## config.mk

```make
export PLATFORM = sky130hd
export DESIGN_NAME = matrix_row_arbiter
export DESIGN_NICKNAME = d
export VERILOG_FILES = /design/src/rtl/matrix_row_arbiter.sv
export SDC_FILE = /design/constraint.sdc
export NUM_CORES = 1
export LEC_CHECK = 0
export CAP_MARGIN = 0
export CORE_MARGIN = 1
export CORE_UTILIZATION = 30
export CTS_CLUSTER_SIZE = 30
export DETAILED_ROUTE_END_ITERATION = 16
export PLACE_DENSITY = 0.75
export SLEW_MARGIN = 40
export SYNTH_ARGS = -nofsm -noshare
export SYNTH_HDL_FRONTEND = slang
export SYNTH_SLANG_ARGS = --single-unit
```

## constraint.sdc

```tcl
create_clock -name clk -period 2 [get_ports clk]
set_input_delay 0.2 -clock clk [delete_from_list [all_inputs] [get_ports clk]]
set_output_delay 0.2 -clock clk [all_outputs]
set_load 0.05 [all_outputs]
```

## src/rtl/matrix_row_arbiter.sv

```systemverilog
// rtl/matrix_row_arbiter.sv - round-robin burst reader sharing the matrix row memory between two requesters
// One Avalon read outstanding at a time; each returned row is registered and pulsed to the granted requester.
module matrix_row_arbiter #(
  parameter int ADDR_W    = 32,
  parameter int DATA_W    = 64,
  parameter int ROWS      = 8,
  parameter int BASE_ADDR = 0,
  parameter int TIMEOUT   = 64
) (
  input  logic              clk,
  input  logic              reset_n,
  input  logic              req0_valid,
  input  logic [2:0]        req0_row,
  input  logic [3:0]        req0_count,
  output logic              req0_ready,
  input  logic              req1_valid,
  input  logic [2:0]        req1_row,
  input  logic [3:0]        req1_count,
  output logic              req1_ready,
  output logic              rsp0_valid,
  output logic [DATA_W-1:0] rsp0_data,
  output logic [2:0]        rsp0_row,
  output logic              rsp0_last,
  output logic              rsp0_err,
  output logic              rsp1_valid,
  output logic [DATA_W-1:0] rsp1_data,
  output logic [2:0]        rsp1_row,
  output logic              rsp1_last,
  output logic              rsp1_err,
  output logic [ADDR_W-1:0] avm_address,
  output logic              avm_read,
  input  logic [DATA_W-1:0] avm_readdata,
  input  logic              avm_readdatavalid,
  input  logic              avm_waitrequest,
  output logic              busy
);

  localparam int               TMR_W    = $clog2(TIMEOUT) + 1;
  localparam logic [3:0]       MAX_CNT  = 4'(ROWS);
  localparam logic [2:0]       LAST_ROW = 3'(ROWS - 1);
  localparam logic [TMR_W-1:0] TMR_LAST = TMR_W'(TIMEOUT - 1);

  typedef enum logic [1:0] {S_IDLE, S_ISSUE, S_WAIT_RD} state_t;

  state_t              r_state;
  logic                r_last_grant;
  logic                r_owner;
  logic [2:0]          r_cur_row;
  logic [3:0]          r_remaining;
  logic [TMR_W-1:0]    r_timer;
  logic                r_avm_read;
  logic [ADDR_W-1:0]   r_avm_address;
  logic                r_rsp_valid;
  logic [DATA_W-1:0]   r_rsp_data;
  logic [2:0]          r_rsp_row;
  logic                r_rsp_last;
  logic                r_rsp_err;

  logic                w_idle;
  logic                w_grant0;
  logic                w_grant1;
  logic                w_any_grant;
  logic [2:0]          w_sel_row;
  logic [3:0]          w_sel_raw;
  logic [3:0]          w_sel_cnt;
  logic [2:0]          w_next_row;

  function automatic logic [ADDR_W-1:0] f_row_addr(input logic [2:0] row);
    return ADDR_W'(BASE_ADDR) + ADDR_W'(row);
  endfunction

  // Tie goes to the requester that was not granted last.
  assign w_idle      = reset_n && (r_state == S_IDLE);
  assign w_grant0    = w_idle && req0_valid && (!req1_valid || r_last_grant);
  assign w_grant1    = w_idle && req1_valid && (!req0_valid || !r_last_grant);
  assign w_any_grant = w_grant0 || w_grant1;
  assign w_sel_row   = w_grant1 ? req1_row : req0_row;
  assign w_sel_raw   = w_grant1 ? req1_count : req0_count;
  assign w_sel_cnt   = (w_sel_raw > MAX_CNT) ? MAX_CNT : w_sel_raw;
  assign w_next_row  = (r_cur_row == LAST_ROW) ? 3'd0 : r_cur_row + 3'd1;

  always_ff @(posedge clk) begin
    if (!reset_n) begin
      r_state       <= S_IDLE;
      r_last_grant  <= 1'b1;
      r_owner       <= 1'b0;
      r_cur_row     <= 3'd0;
      r_remaining   <= 4'd0;
      r_timer       <= '0;
      r_avm_read    <= 1'b0;
      r_avm_address <= ADDR_W'(BASE_ADDR);
      r_rsp_valid   <= 1'b0;
      r_rsp_data    <= '0;
      r_rsp_row     <= 3'd0;
      r_rsp_last    <= 1'b0;
      r_rsp_err     <= 1'b0;
    end else begin
      r_rsp_valid <= 1'b0;
      r_rsp_last  <= 1'b0;
      r_rsp_err   <= 1'b0;
      case (r_state)
        S_IDLE: begin
          if (w_any_grant) begin
            r_last_grant <= w_grant1;
            r_owner      <= w_grant1;
            r_cur_row    <= w_sel_row;
            r_remaining  <= w_sel_cnt;
            if (w_sel_cnt == 4'd0) begin
              r_rsp_valid <= 1'b1;
              r_rsp_last  <= 1'b1;
              r_rsp_err   <= 1'b1;
              r_rsp_data  <= '0;
              r_rsp_row   <= w_sel_row;
            end else begin
              r_state       <= S_ISSUE;
              r_avm_read    <= 1'b1;
              r_avm_address <= f_row_addr(w_sel_row);
            end
          end
        end
        S_ISSUE: begin
          if (!avm_waitrequest) begin
            r_avm_read <= 1'b0;
            r_timer    <= '0;
            r_state    <= S_WAIT_RD;
          end
        end
        S_WAIT_RD: begin
          if (avm_readdatavalid) begin
            r_rsp_valid <= 1'b1;
            r_rsp_data  <= avm_readdata;
            r_rsp_row   <= r_cur_row;
            r_rsp_last  <= (r_remaining == 4'd1);
            r_cur_row   <= w_next_row;
            r_remaining <= r_remaining - 4'd1;
            if (r_remaining == 4'd1) begin
              r_state <= S_IDLE;
            end else begin
              r_state       <= S_ISSUE;
              r_avm_read    <= 1'b1;
              r_avm_address <= f_row_addr(w_next_row);
            end
          end else if (r_timer == TMR_LAST) begin
            // Slave went silent: close the burst with an error beat and drop the remaining rows.
            r_rsp_valid <= 1'b1;
            r_rsp_last  <= 1'b1;
            r_rsp_err   <= 1'b1;
            r_rsp_data  <= '0;
            r_rsp_row   <= r_cur_row;
            r_remaining <= 4'd0;
            r_state     <= S_IDLE;
          end else begin
            r_timer <= r_timer + TMR_W'(1);
          end
        end
        default: r_state <= S_IDLE;
      endcase
    end
  end

  assign req0_ready  = w_grant0;
  assign req1_ready  = w_grant1;
  assign rsp0_valid  = r_rsp_valid && !r_owner;
  assign rsp1_valid  = r_rsp_valid && r_owner;
  assign rsp0_last   = rsp0_valid && r_rsp_last;
  assign rsp1_last   = rsp1_valid && r_rsp_last;
  assign rsp0_err    = rsp0_valid && r_rsp_err;
  assign rsp1_err    = rsp1_valid && r_rsp_err;
  assign rsp0_data   = r_rsp_data;
  assign rsp1_data   = r_rsp_data;
  assign rsp0_row    = r_rsp_row;
  assign rsp1_row    = r_rsp_row;
  assign avm_read    = r_avm_read;
  assign avm_address = r_avm_address;
  assign busy        = (r_state != S_IDLE);

endmodule

```

==> metrics.csv <==
stage,metric,value,unit
status,status,"finished, final reports clean",
placement,dpl ws,-0.187,ns
global_route,grt ovf,0,
timing,setup ws final,0.104,ns
logic_synthesis,Synth async-reset ratio,0,%
clock_network,CTS root buffer,clkbuf_16,
routing,final wirelength,12500,microns
global_route,vias in the first global route,3658,
logic_synthesis,Post-Synth Simple-Gate Area,12.1,%
logic_synthesis,largest area contributor in the netlist,dfxtp_1,
timing,max-slew violations,0,
worst_setup_path,worst path arrival time,2.15,ns
worst_setup_path,RR Startpoint,r_timer[0]$_SDFFE_PN0P_,
final_layout,"commonest non-fill, non-tap cell in the layout",clkdlybuf4s50_1,
clock_network,"CTS clk-pin slew, worst paths",0.06,ns
timing,Worst-Margin Slew,0.556,ns
floorplan,DIE WIDTH,122,microns
logic_synthesis,Syn. warnings,0,
worst_setup_path,Reg2Reg Depth,8,
worst_setup_path,Setup CP Type,reg2reg,
timing,Setup TNS,0,ns
timing,Tcrit/Tclk final,94.8,%
global_route,largest net degree at the start of global routing,52,
routing,Pre-Repair DR Iteration Count,4,
logic_synthesis,Synth Area in Adders,1.46,%
routing,Remaining DRCs,0,
worst_setup_path,critical path data required time,2.25,ns
logic_synthesis,Yosys cell types,46,
global_route,GRT Total Usage,16.5,%
job,max cap viols,0,
clock_network,clock sinks,92,
placement,dpl hpwl,9560,microns
timing,Max Freq,527,MHz
routing,DRT iter0 DRCs,164,
final_layout,fillers,1264,
clock_network,Clock Path Buffers,2,
hold_path,worst min-delay path class,in2reg,
hold_path,hold path cells,2,
final_layout,most frequent cells in the layout,"clkdlybuf4s50_1, dfxtp_1, a22o_1, buf_4, conb_1",
logic_synthesis,xor/xnor cell area share of the yosys netlist,0,%
worst_setup_path,CP max FO,6,
logic_synthesis,largest family of logic cells by synthesized area,compound AO/OA/AOI/OAI gates,
worst_setup_path,crit path launch type,flip-flop,
final_layout,share of layout cells above drive strength 1,10.4,%
logic_synthesis,share of the synthesized area in the top cell type,43.0,%
power_and_ir_drop,Leakage,2.62,nW
final_layout,area occupied by multi-input gates,1710,sq um
worst_setup_path,Worst Setup End Kind,flip-flop,
routing,Routed wire per std cell,15.4,microns
global_route,initial antenna violation count,0,
placement,placer congestion estimate,0.834,
logic_synthesis,Synth Cell Area,4290,sq um
power_and_ir_drop,PD cells,699,nW/um^2
logic_synthesis,post-synthesis mux area share,2.33,%
timing,relative slew slack,62.8,%
clock_network,H-tree depth,3,
logic_synthesis,"top cells by area, synth","dfxtp_1, buf_4, a22o_1",
floorplan,I/O pin count,260,
final_layout,ant diodes,0,
floorplan,initial core utilization,30.8,%
floorplan,die area,14800,sq um
routing,post-route ant nets,0,
power_and_ir_drop,Total Power,0.00465,W
clock_network,CTS tree,built,
routing,routed vias/inst,4.70,
logic_synthesis,mean post-synth cell area,9.61,sq um
global_route,first-pass GRT wire length,18800,microns
power_and_ir_drop,peak supply drop,0.000515,V
final_layout,Final Cell Area,6650,sq um
hold_path,worst hold path startpoint,avm_readdata[16],
floorplan,Core Region,13900,sq um
clock_network,worst skew pair latency,0.34,ns
clock_network,CTS buffer count,9,
timing,Setup Viol. Count Final,0,
floorplan,Die Height,122,microns
placement,placed inst area,6310,sq um
worst_setup_path,crit path launch,r_timer[0]$_SDFFE_PN0P_,
logic_synthesis,"Seq/Total Area, Yosys",43.0,%
placement,I/O Buffers,230,
logic_synthesis,Post-synth EDFFs,0,
timing,clk_skew,0.00897,ns
logic_synthesis,register bit total from synthesis,92,
final_layout,"Area growth, synth to finish",55.0,%
timing,minimum clock period,1.90,ns
routing,vias,3820,
logic_synthesis,Synth Area in Compound Gates,20.6,%
logic_synthesis,Syn Inst Count,446,
logic_synthesis,ys flop type,dfxtp_1,
floorplan,# rows,43,
final_layout,FF/Latch Area,1850,sq um
timing,final-report hold violation count,0,
final_layout,Final #Nets,716,
## cells by family after synthesis
| kind of cell | after synthesis |
|---|---|
| buffers and inverters | 125 |
| AO/OA/AOI/OAI | 114 |
| AND/OR/NAND/NOR | 99 |
| multiplexers | 10 |
| flip-flops | 92 |
| adder cells (fa/ha/maj) | 5 |
| other | 1 |
## synthesized netlist by cell type, drive strengths merged, types with 2 or more instances
cell type	count
buf	105
dfxtp	92
a22o	64
nand2	27
nor2	22
a21oi	17
o21ai	13
clkbuf	11
mux2i	10
inv	9
nand3	9
nor3	6
and2	5
and3	5
ha	5
nor2b	5
nor3b	5
a211oi	4
nand2b	4
o211ai	4
o22ai	3
or3	3
nand3b	2
nor4	2
## worst paths after layout
check	end	slack, ns
max	r_remaining[0]$_SDFFE_PN0P_	0.10
min	rsp0_data[16]$_SDFFE_PN0P_	0.44
max reg2reg	r_remaining[0]$_SDFFE_PN0P_	0.10
min reg2reg	avm_read$_SDFFE_PN0P_	0.44
## per-layer routing
metal	global-route usage [%]	vias to the layer above	share of wire (%)
met2	29.5	173	51
met3	5.57	15	8.3
met5	0	-	0
met1	17.9	1814	39
li1	-	1818	-
met4	5.79	0	1.5
## registers in the layout, summed over array words and instances, names as in the netlist
register / cells
r_rsp_last: 1
r_state: 2
r_last_grant: 1
rsp0_data: 64
r_cur_row: 3
r_rsp_valid: 1
r_rsp_err: 1
avm_read: 1
r_owner: 1
rsp0_row: 3
r_timer: 7
avm_address: 3
r_remaining: 4
## what timing repair did
item / CTS / global route
hold buffers: 0 / 0
cloned: 1 / 0
pin swaps: 3 / 2
endpoints found under the setup margin: 58 / 77
buffers inserted: 1 / 0
gates resized for setup: 3 / 7
## metrics by stage
| stage | utilization, % | hold WS (ns) | instances |
|---|---|---|---|
| global placement | 45.3 | 0.434 | 794 |
| detailed placement | 45.3 | 0.440 | 794 |
| floorplan | - | 0.325 | 474 |
| CTS | 47.5 | 0.429 | 812 |
| finish | 47.7 | 0.445 | 812 |
| global route | 47.7 | 0.432 | 812 |
## layout make-up
| cell class | count | share of cell area [%] |
|---|---|---|
| clock buffer | 11 | 3.50 |
| clock inverter | 5 | 0.527 |
| inverter | 9 | 0.508 |
| multi-input combinational | 257 | 25.7 |
| sequential | 92 | 27.8 |
| tap | 180 | 3.39 |
| timing repair buffer | 258 | 38.5 |
## power breakdown
group	internal (W)	switching, W
Combinational	0.000448	0.000693
Clock	0.000847	0.000706
Sequential	0.00190	0.0000543
## critical path: stages, from the launching register on
cell and delay, ns:
dfxtp_4 0.37, ha_4 0.14, nand3_1 0.11, o311a_1 0.35
nor3_4 0.23, buf_4 0.15, buf_4 0.14, nor2_1 0.06
a311oi_2 0.25
Power figures use the tool's default switching activity.
